===== config.mk =====
export PLATFORM = sky130hd
export DESIGN_NAME = byte_lane_deserializer
export DESIGN_NICKNAME = d
export VERILOG_FILES = /design/src/rtl/deser_pkg.sv /design/src/rtl/lane_demux_en.sv /design/src/rtl/byte_lane_deserializer.sv
export SDC_FILE = /design/constraint.sdc
export NUM_CORES = 1
export LEC_CHECK = 0
export CORE_MARGIN = 3
export CORE_UTILIZATION = 30
export CTS_BUF_LIST = sky130_fd_sc_hd__clkbuf_16
export DETAILED_ROUTE_END_ITERATION = 10
export HOLD_SLACK_MARGIN = 0.06
export PLACE_DENSITY = 0.59
export SYNTH_ARGS = -nofsm -noshare
export SYNTH_HDL_FRONTEND = slang
export SYNTH_HIERARCHICAL = 1
export SYNTH_SLANG_ARGS = --single-unit

===== constraint.sdc =====
create_clock -name clk -period 2.1 [get_ports clk]
set_input_delay 0.315 -clock clk [delete_from_list [all_inputs] [get_ports clk]]
set_output_delay 0.315 -clock clk [all_outputs]
set_load 0.02 [all_outputs]

===== src/rtl/deser_pkg.sv =====
// Shared constants and types for the byte-lane deserializer.
package deser_pkg;

    localparam int LANES  = 4;
    localparam int LANE_W = 8;
    localparam int CNT_W  = $clog2(LANES);

    typedef enum logic {
        FILL = 1'b0,
        HOLD = 1'b1
    } deser_state_t;

    typedef logic [LANES*LANE_W-1:0] word_t;

endpackage


===== src/rtl/lane_demux_en.sv =====
// One-hot lane write-strobe decoder: selects exactly one lane when enabled.
module lane_demux_en #(
    parameter int LANES = 4,
    parameter int CNT_W = 2
) (
    input  logic [CNT_W-1:0] sel,
    input  logic             en,
    output logic [LANES-1:0] strobe
);

    // Decode the lane index into a single write strobe, gated by en.
    always_comb begin
        strobe = {LANES{1'b0}};
        for (int i = 0; i < LANES; i++) begin
            if (en && (sel == CNT_W'(i))) begin
                strobe[i] = 1'b1;
            end else begin
                strobe[i] = 1'b0;
            end
        end
    end

endmodule


===== src/rtl/byte_lane_deserializer.sv =====
// Byte stream to 32-bit word assembler with per-lane byte enables.
// Bytes fill lanes little-endian; a full word or an in_last beat completes it.
// A completed word goes straight to the output register when the slot is free,
// otherwise it is parked in the assembly register (HOLD) until the slot drains.
module byte_lane_deserializer
    import deser_pkg::*;
(
    input  logic                    clk,
    input  logic                    rst_n,
    input  logic [LANE_W-1:0]       in_data,
    input  logic                    in_valid,
    input  logic                    in_last,
    output logic                    in_ready,
    output logic [LANES*LANE_W-1:0] out_data,
    output logic [LANES-1:0]        out_byte_en,
    output logic                    out_valid,
    input  logic                    out_ready
);

    deser_state_t     state_r, state_s;
    logic [CNT_W-1:0] lane_cnt_r, lane_cnt_s;
    word_t            asm_data_r, asm_data_s;
    logic [LANES-1:0] asm_en_r, asm_en_s;
    word_t            out_data_r, out_data_s;
    logic [LANES-1:0] out_en_r, out_en_s;
    logic             out_valid_r, out_valid_s;

    logic             accept_s;
    logic             drain_s;
    logic             complete_s;
    logic             slot_free_s;
    logic [LANES-1:0] strobe_s;
    word_t            fill_data_s;
    logic [LANES-1:0] fill_en_s;

    // in_ready depends only on state and reset, never on out_ready.
    assign in_ready    = rst_n & (state_r == FILL);
    assign accept_s    = in_valid & in_ready;
    assign drain_s     = out_valid_r & out_ready;
    assign slot_free_s = ~out_valid_r | out_ready;
    assign complete_s  = accept_s & ((lane_cnt_r == CNT_W'(LANES - 1)) | in_last);

    assign out_data    = out_data_r;
    assign out_byte_en = out_en_r;
    assign out_valid   = out_valid_r;

    lane_demux_en #(
        .LANES (LANES),
        .CNT_W (CNT_W)
    ) u_lane_demux_en (
        .sel    (lane_cnt_r),
        .en     (accept_s),
        .strobe (strobe_s)
    );

    // Merge the incoming byte into the assembly word at its strobed lane.
    always_comb begin
        fill_data_s = asm_data_r;
        for (int i = 0; i < LANES; i++) begin
            if (strobe_s[i]) begin
                fill_data_s[i*LANE_W +: LANE_W] = in_data;
            end else begin
                fill_data_s[i*LANE_W +: LANE_W] = asm_data_r[i*LANE_W +: LANE_W];
            end
        end
        fill_en_s = asm_en_r | strobe_s;
    end

    // Next-state logic for the FILL/HOLD controller and its datapath registers.
    always_comb begin
        state_s     = state_r;
        lane_cnt_s  = lane_cnt_r;
        asm_data_s  = asm_data_r;
        asm_en_s    = asm_en_r;
        out_data_s  = out_data_r;
        out_en_s    = out_en_r;
        out_valid_s = out_valid_r;
        case (state_r)
            FILL: begin
                if (drain_s) begin
                    out_valid_s = 1'b0;
                end else begin
                    out_valid_s = out_valid_r;
                end
                if (complete_s) begin
                    lane_cnt_s = {CNT_W{1'b0}};
                    if (slot_free_s) begin
                        out_data_s  = fill_data_s;
                        out_en_s    = fill_en_s;
                        out_valid_s = 1'b1;
                        asm_data_s  = '0;
                        asm_en_s    = {LANES{1'b0}};
                    end else begin
                        asm_data_s = fill_data_s;
                        asm_en_s   = fill_en_s;
                        state_s    = HOLD;
                    end
                end else if (accept_s) begin
                    asm_data_s = fill_data_s;
                    asm_en_s   = fill_en_s;
                    lane_cnt_s = lane_cnt_r + CNT_W'(1);
                end else begin
                    lane_cnt_s = lane_cnt_r;
                end
            end
            HOLD: begin
                if (drain_s) begin
                    out_data_s  = asm_data_r;
                    out_en_s    = asm_en_r;
                    out_valid_s = 1'b1;
                    asm_data_s  = '0;
                    asm_en_s    = {LANES{1'b0}};
                    lane_cnt_s  = {CNT_W{1'b0}};
                    state_s     = FILL;
                end else begin
                    state_s = HOLD;
                end
            end
            default: begin
                state_s     = FILL;
                lane_cnt_s  = {CNT_W{1'b0}};
                asm_data_s  = '0;
                asm_en_s    = {LANES{1'b0}};
                out_valid_s = 1'b0;
            end
        endcase
    end

    // State and datapath registers with synchronous active-low reset.
    always_ff @(posedge clk) begin
        if (!rst_n) begin
            state_r     <= FILL;
            lane_cnt_r  <= {CNT_W{1'b0}};
            asm_data_r  <= '0;
            asm_en_r    <= {LANES{1'b0}};
            out_data_r  <= '0;
            out_en_r    <= {LANES{1'b0}};
            out_valid_r <= 1'b0;
        end else begin
            state_r     <= state_s;
            lane_cnt_r  <= lane_cnt_s;
            asm_data_r  <= asm_data_s;
            asm_en_r    <= asm_en_s;
            out_data_r  <= out_data_s;
            out_en_r    <= out_en_s;
            out_valid_r <= out_valid_s;
        end
    end

endmodule


==> After elaboration in Yosys (flattened, before gate mapping) <==
Index checks and enable logic that the tools add are counted.
{ "totals": {"register_bits": 76, "latchBits": 0, "mem_bits_rw": 0, "rom_bits": 0, "out_inout_bits": 38, "n_memories": 0} }
{ "classes": {"n_addsub": 1, "mul": 0, "div": 0, "order_cmp": 0, "eq_ne": 7, "shifts": 0, "mux": 39, "n_bitwise": 9, "n_reduce_logical": 7} }
{ "op_table": {"columns": ["operator", "n"], "rows": [
  ["$mux 32", 7],
  ["$pmux 32 s2", 2],
  ["$mux 8", 4],
  ["$mux 4", 7],
  ["$pmux 4 s2", 2],
  ["$mux 1", 11],
  ["$mux 2", 3],
  ["$and 1x1->1", 4],
  ["$eq 2x2->1 const B", 2],
  ["$logic_and 1x1->1", 4],
  ["$ne 2x2->1 const B", 2],
  ["$or 4x4->4", 1],
  ["$pmux 1 s2", 2],
  ["$pmux 2 s2", 1],
  ["$ne 3x3->1 const B", 1],
  ["$reduce_and 3->1", 1],
  ["$add 2x1->2 const B", 1],
  ["$eq 2x1->1 const B", 1],
  ["$logic_not 2->1", 1],
  ["$ne 2x1->1 const B", 1],
  ["$not 1->1", 2],
  ["$or 1x1->1", 2],
  ["$reduce_and 2->1", 1]
]} }

==> Longest topological paths before layout <==
Gate-level depths: netlist of run 1.
{ "logic_depth": {"ltp_word": 9, "depth_mapped": 8, "ltp_nobuf": 6} }

==> Modules after synthesis <==
The synthesis of run 1 kept the hierarchy.
{ "by_module_without_submodules": {"columns": ["module", "instances", "cells_each", "area_per_inst_um2", "seq_area_each_um2"], "rows": [
  ["byte_lane_deserializer", 1, 294, 3088.0, 1521.5],
  ["lane_demux_en", 1, 4, 37.5, 0.0]
]} }

==> Worst setup path after synthesis of run 1 <==
No wires, ideal clock.
{ "synth_timing": {"kind": "register to register", "from": "reg state_r", "to": "reg out_data_r[0] (netlist: out_data[0])", "setup_time_ns": 0.119, "t_arrival_ns": 1.861, "path_slack_ns": 0.120, "path_stages_with_launch": 9, "n_path_buf": 2, "period_less_slack_ns": 1.980, "cell_sequence": "dfxtp_1 > buf_2 > nand3b_4 > inv_2 > nor3b_2 > nor2b_1 > buf_1 > mux2i_1 > a21oi_2"} }
{ "synth_via": {"elab_chain_len": 9, "elab_cells_between_ends": 14, "cone_classes": "eq/ne (3); mux (5); bitwise (4); reduce/logical (2)"} }
{ "synth_lines": {"columns": ["element", "line_no", "source"], "rows": [
  ["from (decl)", "byte_lane_deserializer.sv:20", "deser_state_t state_r, state_s;"],
  ["from (signal assigned)", "byte_lane_deserializer.sv:140", "state_r <= state_s;"],
  ["$not 1->1", null, null],
  ["$and 1x1->1", "byte_lane_deserializer.sv:37", "assign in_ready = rst_n & (state_r == FILL);"],
  ["$and 1x1->1", "byte_lane_deserializer.sv:38", "assign accept_s = in_valid & in_ready;"],
  ["net accept_s", "byte_lane_deserializer.sv:28", "logic accept_s;"],
  ["$logic_and 1x1->1", "lane_demux_en.sv:15", "if (en && (sel == CNT_W'(i))) begin"],
  ["$mux 1", "lane_demux_en.sv:15", null],
  ["net strobe_s[0]", "byte_lane_deserializer.sv:32", "logic [LANES-1:0] strobe_s;"],
  ["$mux 8", "byte_lane_deserializer.sv:60", "if (strobe_s[i]) begin"],
  ["$mux 32", "byte_lane_deserializer.sv:87", "if (slot_free_s) begin"],
  ["$mux 32", "byte_lane_deserializer.sv:85", "if (complete_s) begin"],
  ["$pmux 32 s2", "byte_lane_deserializer.sv:78", "case (state_r)"],
  ["to (signal assigned)", "byte_lane_deserializer.sv:144", "out_data_r <= out_data_s;"],
  ["to (decl)", "byte_lane_deserializer.sv:24", "word_t out_data_r, out_data_s;"]
]} }
The timed path passes the listed nets, and every way through them passes these cells. The select of a mux whose other input is x is not followed.
A chain may end at the register's enable or synchronous reset.

==> Worst setup path after layout of run 1 <==
{ "layout_timing": {"from": "in rst_n", "to": "reg out_data_r[18] (netlist: out_data[18])"} }
{ "layout_via": {"elab_chain_len": 8, "elab_cells_between_ends": 11, "cone_classes": "eq/ne (1); mux (5); bitwise (3); reduce/logical (2)"} }
{ "layout_lines": {"columns": ["element", "line_no", "source"], "rows": [
  ["from (decl)", "byte_lane_deserializer.sv:9", "input logic rst_n,"],
  ["$and 1x1->1", "byte_lane_deserializer.sv:37", null],
  ["$and 1x1->1", "byte_lane_deserializer.sv:38", null],
  ["net accept_s", "byte_lane_deserializer.sv:28", null],
  ["$logic_and 1x1->1", "lane_demux_en.sv:15", null],
  ["$mux 1", "lane_demux_en.sv:15", null],
  ["net strobe_s[2]", "byte_lane_deserializer.sv:32", null],
  ["$mux 8", "byte_lane_deserializer.sv:60", null],
  ["$mux 32", "byte_lane_deserializer.sv:87", null],
  ["$mux 32", "byte_lane_deserializer.sv:85", null],
  ["$pmux 32 s2", "byte_lane_deserializer.sv:78", null]
]} }
The timed path passes the listed nets, and every way through them passes these cells. The select of a mux whose other input is x is not followed.

==> results of run 1 <==
[metal layers]
metal | vias to the layer above | global-route usage [%] | wire length, um | part of all wire, %
met1 | 1104 | 18.7 | 3730 | 50
li1 | 1205 | - | - | -
met5 | - | 0 | 0 | 0
met2 | 57 | 20.8 | 3320 | 44
met3 | 10 | 3.46 | 357 | 4.8
met4 | 0 | 4.06 | 94 | 1.3
[kinds of logic (layout without fill, tap and decap cells)]
kind of cell / Yosys count / in the layout / synth area share [%]
buf+inv: 31 / 95 / 5.28
fa+ha+maj: 1 / 1 / 0.400
mux: 32 / 32 / 10.2
compound gates: 120 / 120 / 28.1
simple gates: 38 / 38 / 7.33
flops: 76 / 76 / 48.7
[worst max-delay path by stage]
stage | slack (ns) | end | startpoint
5_1_grt | 0.10 | out_data[28]$_SDFFE_PN0P_ | lane_cnt_r[0]$_SDFFE_PN0P_
2_1_floorplan | 0.12 | out_data[0]$_SDFFE_PN0P_ | state_r$_SDFF_PN0_
3_5_place_dp | -0.11 | out_data[18]$_SDFFE_PN0P_ | rst_n
6_report | 0.24 | out_data[18]$_SDFFE_PN0P_ | rst_n
4_1_cts | 0.004 | in_ready | rst_n
3_3_place_gp | -0.08 | out_data[19]$_SDFFE_PN0P_ | rst_n
[worst register-to-register path: stages (launching register included)]
cell,delay [ns]
dfxtp_1,0.43
ha_1,0.20
nor2_1,0.07
buf_4,0.16
o31ai_4,0.36
buf_12,0.28
o21ai_1,0.14
a21oi_2,0.12
[sequential cells by signal, summed over array words and instances (netlist names)]
register and cells:
out_byte_en 4, out_data 32, lane_cnt_r 2, asm_data_r 32, state_r 1, out_valid 1
asm_en_r 4
[cell type report]
cell class / count / share of cell area (%)
tap: 133 / 4.01
sequential: 76 / 36.7
clock inverter: 7 / 1.42
multi-input combinational: 191 / 34.7
clock buffer: 9 / 5.43
inverter: 2 / 0.181
timing repair buffer: 77 / 17.6
[layout by cell type, fill, tap and decap left out, types with 2 or more instances in the layout]
cell and instances:
nor2b_1 7, and3b_1 2, inv_1 2, o21ai_1 38, clkinv_1 3, mux2i_1 32
buf_4 25, a21oi_2 33, buf_12 2, a21boi_0 2, clkbuf_16 9, dfxtp_1 76
nand3_1 4, clkdlybuf4s50_1 49, a22o_1 32, o21ai_0 3, and2_0 4, nor2_1 6
a31oi_1 2, a21oi_1 6, nand2_1 4, nor3_1 5
[where the power goes]
part	switching (mW)	internal, mW
sequential	0.0226	1.48
combinational	0.197	0.159
clock	0.555	0.902
==> metrics.md, run 1 <==
| Metric | Value |
|---|---|
| Design Area, Final | `0.00415 mm^2` |
| Total power | `3.32 mW` |
| Core Util, Final | `41.7%` |
| CTS H-tree depth | `3` |
| Vias in the first global route | `2363` |
| FF-to-FF path depth | `7` |
| Most common cell in the netlist | `dfxtp_1` |
| Post-synthesis instance area | `~0.0031 mm^2` |
| Die Y | `roughly 110 um` |
| Port Buffers | `50` |
| Clock skew | `approximately 0.0051 ns` |
| Fin. Hold Viols | `0` |
| WP buf/inv | `3` |
| Post-CTS Setup Repair Bufs | `0` |
| Share of cells above drive strength 1 | `21.8%` |
| Avg WL per Cell | `15.1 um` |
| Fin cells | `between 400 and 500` |
| Crit path launch type | `input pin` |
| Sequential element share of the synthesized area | `48.7%` |
| Syn_nets | `312` |
| Global-route wire length before repair | `12400 um` |
| Hold Buf Count CTS | `0` |
| IO Pins | `~50` |
| Ys async rst share | `0%` |
| Outcome | `finished clean` |
| CP max stage delay | `around 0.57 ns` |
| Commonest cells post-synth | `dfxtp_1 (76), o21ai_1 (38), a21oi_2 (33), a22o_1 (32), mux2i_1 (32)` |
| Setup TNS | `0 ns` |
| RSZ-0062 raised after global routing | `false` |
| Max_cap viols | `0` |
| Clock buffer depth | `2` |
| ANT cells | `0` |
| Hold Crit Endpoint | `asm_data_r[2]$_SDFFE_PN0P_` |
| Initial antenna violation count | `0` |
| CTS tree | `yes` |
| R2R Path End | `out_byte_en[3]$_SDFFE_PN0P_` |
| Area leader, netlist | `dfxtp_1` |
| Crit end category | `flip-flop` |
| Drt initial violations | `64` |
| CTS resizes | `0` |
| Setup ws final | `around 0.24 ns` |
| Routability cong. | `0.798` |
| WS Path Type | `input pin to flip-flop` |
| Fin crit period | `between 1.5 and 2 ns` |
| Cell Count Post-Placement | `479` |
| Total Routed Length | `7500 um` |
| DP HPWL | `5150 um` |
| Vias/cell | `4.80` |
| CP Depth | `8` |
| CTS Buf Count | `9` |
| Required @ worst endpoint | `approximately 2.3 ns` |
| Cell Pwr Density | `800 mW/mm^2` |
| Leak | `around 1.5 nW` |
| Final setup vio count | `0` |
| Antenna violation net count after detailed routing | `0` |
| Setup WS pre-CTS | `-0.115 ns` |
| RR Startpoint | `lane_cnt_r[0]$_SDFFE_PN0P_` |
| Mapped Cells | `298` |
| Die ar. | `0.0117 mm^2` |
| Clock root cell | `clkbuf_16` |
| Worst Hold Slack | `0.471 ns` |
| Worst path top cell family by delay | `buffers and inverters` |
| Max frequency | `roughly 540 MHz` |
| Avg Inst Size Synth | `10.5 um^2` |
| Clk Latency, worst-skew pair | `0.33 ns` |
| Clock slew at reported path FFs | `0.06 ns` |
| Initial Utilization | `31.4%` |
| Worst-Margin Slew | `approximately 0.59 ns` |
| P&R area growth vs syn | `32.7%` |
| Post-synth cell types | `34` |
| Worst hold start | `asm_data_r[2]$_SDFFE_PN0P_` |
| Sequential cell area | `0.00152 mm^2` |
| Main synth FF type | `dfxtp_1` |
| DR DRC count | `0` |
| 1st-pass router iterations | `4` |
| Global route overflow | `0` |
| Floorplan row count | `36` |
| Peak VDD IR | `0.000435 V` |
| Core area | `0.00995 mm^2` |
| Placed instance area | `0.00386 mm^2` |
| Vias | `2376` |
| Critical-path top delay cell | `clkdlybuf4s50_1` |
| Die width | `108 um` |
| Yosys warning total | `6` |
| Nets | `~370` |
| Fillers | `995` |
| Yosys reg bits | `76` |
| Synth top area cells | `dfxtp_1 (49%), mux2i_1 (10%), a21oi_2 (9.2%)` |
| Arr. time, crit path | `2.08 ns` |
| Period utilization | `88.5%` |
| Worst-path maximum fanout | `8` |
| Critical-path cell list | `clkdlybuf4s50_1 -> nand3b_4 -> inv_2 -> and3b_1 -> nor2b_1 -> buf_4 -> mux2i_1 -> a21oi_2` |
| Fin. max-slew vios | `0` |
| Hold path cells | `1` |
| Clock Sinks | `76` |
| Pin count of the biggest net entering global routing | `43` |
| GRT Total Usage | `13.5%` |
| HP Class | `flip-flop to flip-flop` |
| Rel. slew slack | `between 60% and 70%` |
| R2R setup slack | `0.28 ns` |
| Multi-input gate area | `0.00144 mm^2` |
| Post-synth EDFFs | `0` |
| Synth top area share | `48.7%` |
Power figures use the tool's default switching activity.
==> inputs of run 2 (changes only) <==
CORE_MARGIN = 5   (was 3)
CTS_BUF_LIST = default   (was sky130_fd_sc_hd__clkbuf_16)
REMOVE_ABC_BUFFERS = 1   (was default)
==> metrics.md, run 2 (synthesis results as in run 1) <==
| Metric | Value |
|---|---|
| Worst-path maximum fanout | `9 (was 8)` |
| Die Y | `112 um (was 108 um)` |
| Hold Buf Count CTS | `0 (unchanged)` |
| Worst-Margin Slew | `0.550 ns (was 0.591 ns)` |
| 1st-pass router iterations | `4 (unchanged)` |
| Clock skew | `0.00488 ns (was 0.00507 ns)` |
| CTS resizes | `1 (was 0)` |
| Fin. max-slew vios | `0 (unchanged)` |
| Most common cell after layout, fill and taps aside | `dfxtp_1 (unchanged)` |
| Global-route wire length before repair | `12800 um (was 12400 um)` |
| Max frequency | `538 MHz (about the same)` |
| Vias | `2412 (was 2376)` |
| Die width | `112 um (was 108 um)` |
| Core area | `0.0102 mm^2 (was 0.00995 mm^2)` |
| Fin cells | `502 (was 495)` |
| HP Class | `flip-flop to flip-flop (unchanged)` |
| Post-CTS Setup Repair Bufs | `0 (unchanged)` |
| Grt met3 use | `4.31% (was 3.46%)` |
| Total Routed Length | `7600 um (was 7500 um)` |
| RSZ-0062 raised after global routing | `false (unchanged)` |
| DP HPWL | `5470 um (was 5150 um)` |
| ANT cells | `0 (unchanged)` |
| Outcome | `finished clean (unchanged)` |
| Avg WL per Cell | `15.1 um (about the same)` |
| CTS tree | `yes (unchanged)` |
| Arr. time, crit path | `2.09 ns (was 2.08 ns)` |
| DR DRC count | `0 (unchanged)` |
| Fin. Hold Viols | `0 (unchanged)` |
| Initial Utilization | `30.5% (was 31.4%)` |
| Global route overflow | `0 (unchanged)` |
| Final setup vio count | `0 (unchanged)` |
| IO Pins | `51 (unchanged)` |
| Cell Count Post-Placement | `486 (was 479)` |
| Vias in the first global route | `2488 (was 2363)` |
| Max_cap viols | `0 (unchanged)` |
| Clk Latency, worst-skew pair | `0.35 ns (was 0.33 ns)` |
| CP max stage delay | `0.57 ns (about the same)` |
| Cell Pwr Density | `711 mW/mm^2 (was 800 mW/mm^2)` |
| Port Buffers | `50 (unchanged)` |
| Period utilization | `88.4% (was 88.5%)` |
| Vias/cell | `4.80 (about the same)` |
| Leak | `1.44 nW (was 1.48 nW)` |
| Drt initial violations | `118 (was 64)` |
| Total power | `2.90 mW (was 3.32 mW)` |
| Pin count of the biggest net entering global routing | `41 (was 43)` |
| Fin crit period | `1.86 ns (about the same)` |
| Clock slew at reported path FFs | `0.07 ns (was 0.06 ns)` |
| Critical-path top delay cell | `clkdlybuf4s50_1 (unchanged)` |
| Required @ worst endpoint | `2.34 ns (was 2.32 ns)` |
| Clock buffer depth | `2 (unchanged)` |
| Crit path launch type | `input pin (unchanged)` |
| GRT Total Usage | `12.7% (was 13.5%)` |
| WS Path Type | `input pin to flip-flop (unchanged)` |
| WP buf/inv | `3 (unchanged)` |
| GR peak layer | `met2 (unchanged)` |
| Met1 usage | `15.4% (was 18.7%)` |
| Grt met2 use | `21.2% (was 20.8%)` |
| Nets | `375 (was 371)` |
| Peak VDD IR | `0.000400 V (was 0.000435 V)` |
| Design Area, Final | `0.00408 mm^2 (was 0.00415 mm^2)` |
| Routability cong. | `0.815 (was 0.798)` |
| Fillers | `1009 (was 995)` |
| Setup TNS | `0 ns (unchanged)` |
| Rel. slew slack | `63.3% (was 60.3%)` |
| Share of cells above drive strength 1 | `23.5% (was 21.8%)` |
| Antenna violation net count after detailed routing | `0 (unchanged)` |
| Crit end category | `flip-flop (unchanged)` |
| Clock Sinks | `76 (unchanged)` |
| Placed instance area | `0.00390 mm^2 (was 0.00386 mm^2)` |
| CTS H-tree depth | `3 (unchanged)` |
| CTS Buf Count | `9 (unchanged)` |
| Commonest cells after routing, fill and taps aside | `dfxtp_1 (76), clkdlybuf4s50_1 (49), o21ai_1 (38) (unchanged)` |
| Clock root cell | `clkbuf_8 (was clkbuf_16)` |
| Floorplan row count | `37 (was 36)` |
| P&R area growth vs syn | `30.7% (was 32.7%)` |
| Critical-path cell list | `clkdlybuf4s50_1 -> nand3b_4 -> inv_2 -> nor3b_2 -> nor2b_1 -> buf_4 -> mux2i_1 -> a21oi_2 (was clkdlybuf4s50_1 -> nand3b_4 -> inv_2 -> and3b_1 -> nor2b_1 -> buf_4 -> mux2i_1 -> a21oi_2)` |
| Initial antenna violation count | `0 (unchanged)` |
| Die ar. | `0.0126 mm^2 (was 0.0117 mm^2)` |
| Worst path top cell family by delay | `buffers and inverters (unchanged)` |
## run 2: cell types whose count changed in the layout (fill, tap and decap cells not counted), moves of 2 or more
| cell | delta |
|---|---|
| clkinv_1 | -3 |
| clkinvlp_4 | +2 |
| clkbuf_16 | -9 |
| buf_4 | +4 |
| clkbuf_8 | +12 |
## run 2: worst paths after layout
kind	cells past startpoint	slack, ns	from	end
hold reg to reg	1	0.47	asm_data_r[29]$_SDFFE_PN0P_	asm_data_r[29]$_SDFFE_PN0P_
setup / recovery	8	0.24	in_valid	out_data[7]$_SDFFE_PN0P_
setup reg to reg	5	0.27	lane_cnt_r[0]$_SDFFE_PN0P_	asm_data_r[23]$_SDFFE_PN0P_
hold / removal	1	0.47	asm_data_r[29]$_SDFFE_PN0P_	asm_data_r[29]$_SDFFE_PN0P_
## run 2: area by class of cell
class                   count  area [um^2]  share of cell area (%)
repair buffers             81          757                    18.5
multi-input cells         191         1440                    35.2
inverters                   2         7.51                   0.184
clock inverters             3         20.0                   0.490
flip-flops and latches     76         1520                    37.3
well taps                 136          170                    4.17
clock buffers              13          169                    4.14
## run 2: metrics by stage
stage	hold slack (ns)	setup slack, ns	utilization [%]
6_report	0.474	0.243	39.9
5_1_grt	0.495	0.113	39.9
4_1_cts	0.479	0.233	39.9
3_5_place_dp	0.456	-0.113	38.1
3_3_place_gp	0.456	-0.0810	38.1
2_1_floorplan	0.429	-0.934	-
## run 2: power breakdown
part           internal [mW]  switching, mW  leakage (nW)
Clock                  0.524          0.512        0.0917
Combinational          0.165          0.197         0.729
Sequential              1.48         0.0233         0.617
## run 2: layer usage
metal  vias up  share of wire, %
met5         -                 0
met4         0               1.8
met3        11               5.0
met2        55                47
met1      1132                46
li1       1214                 -
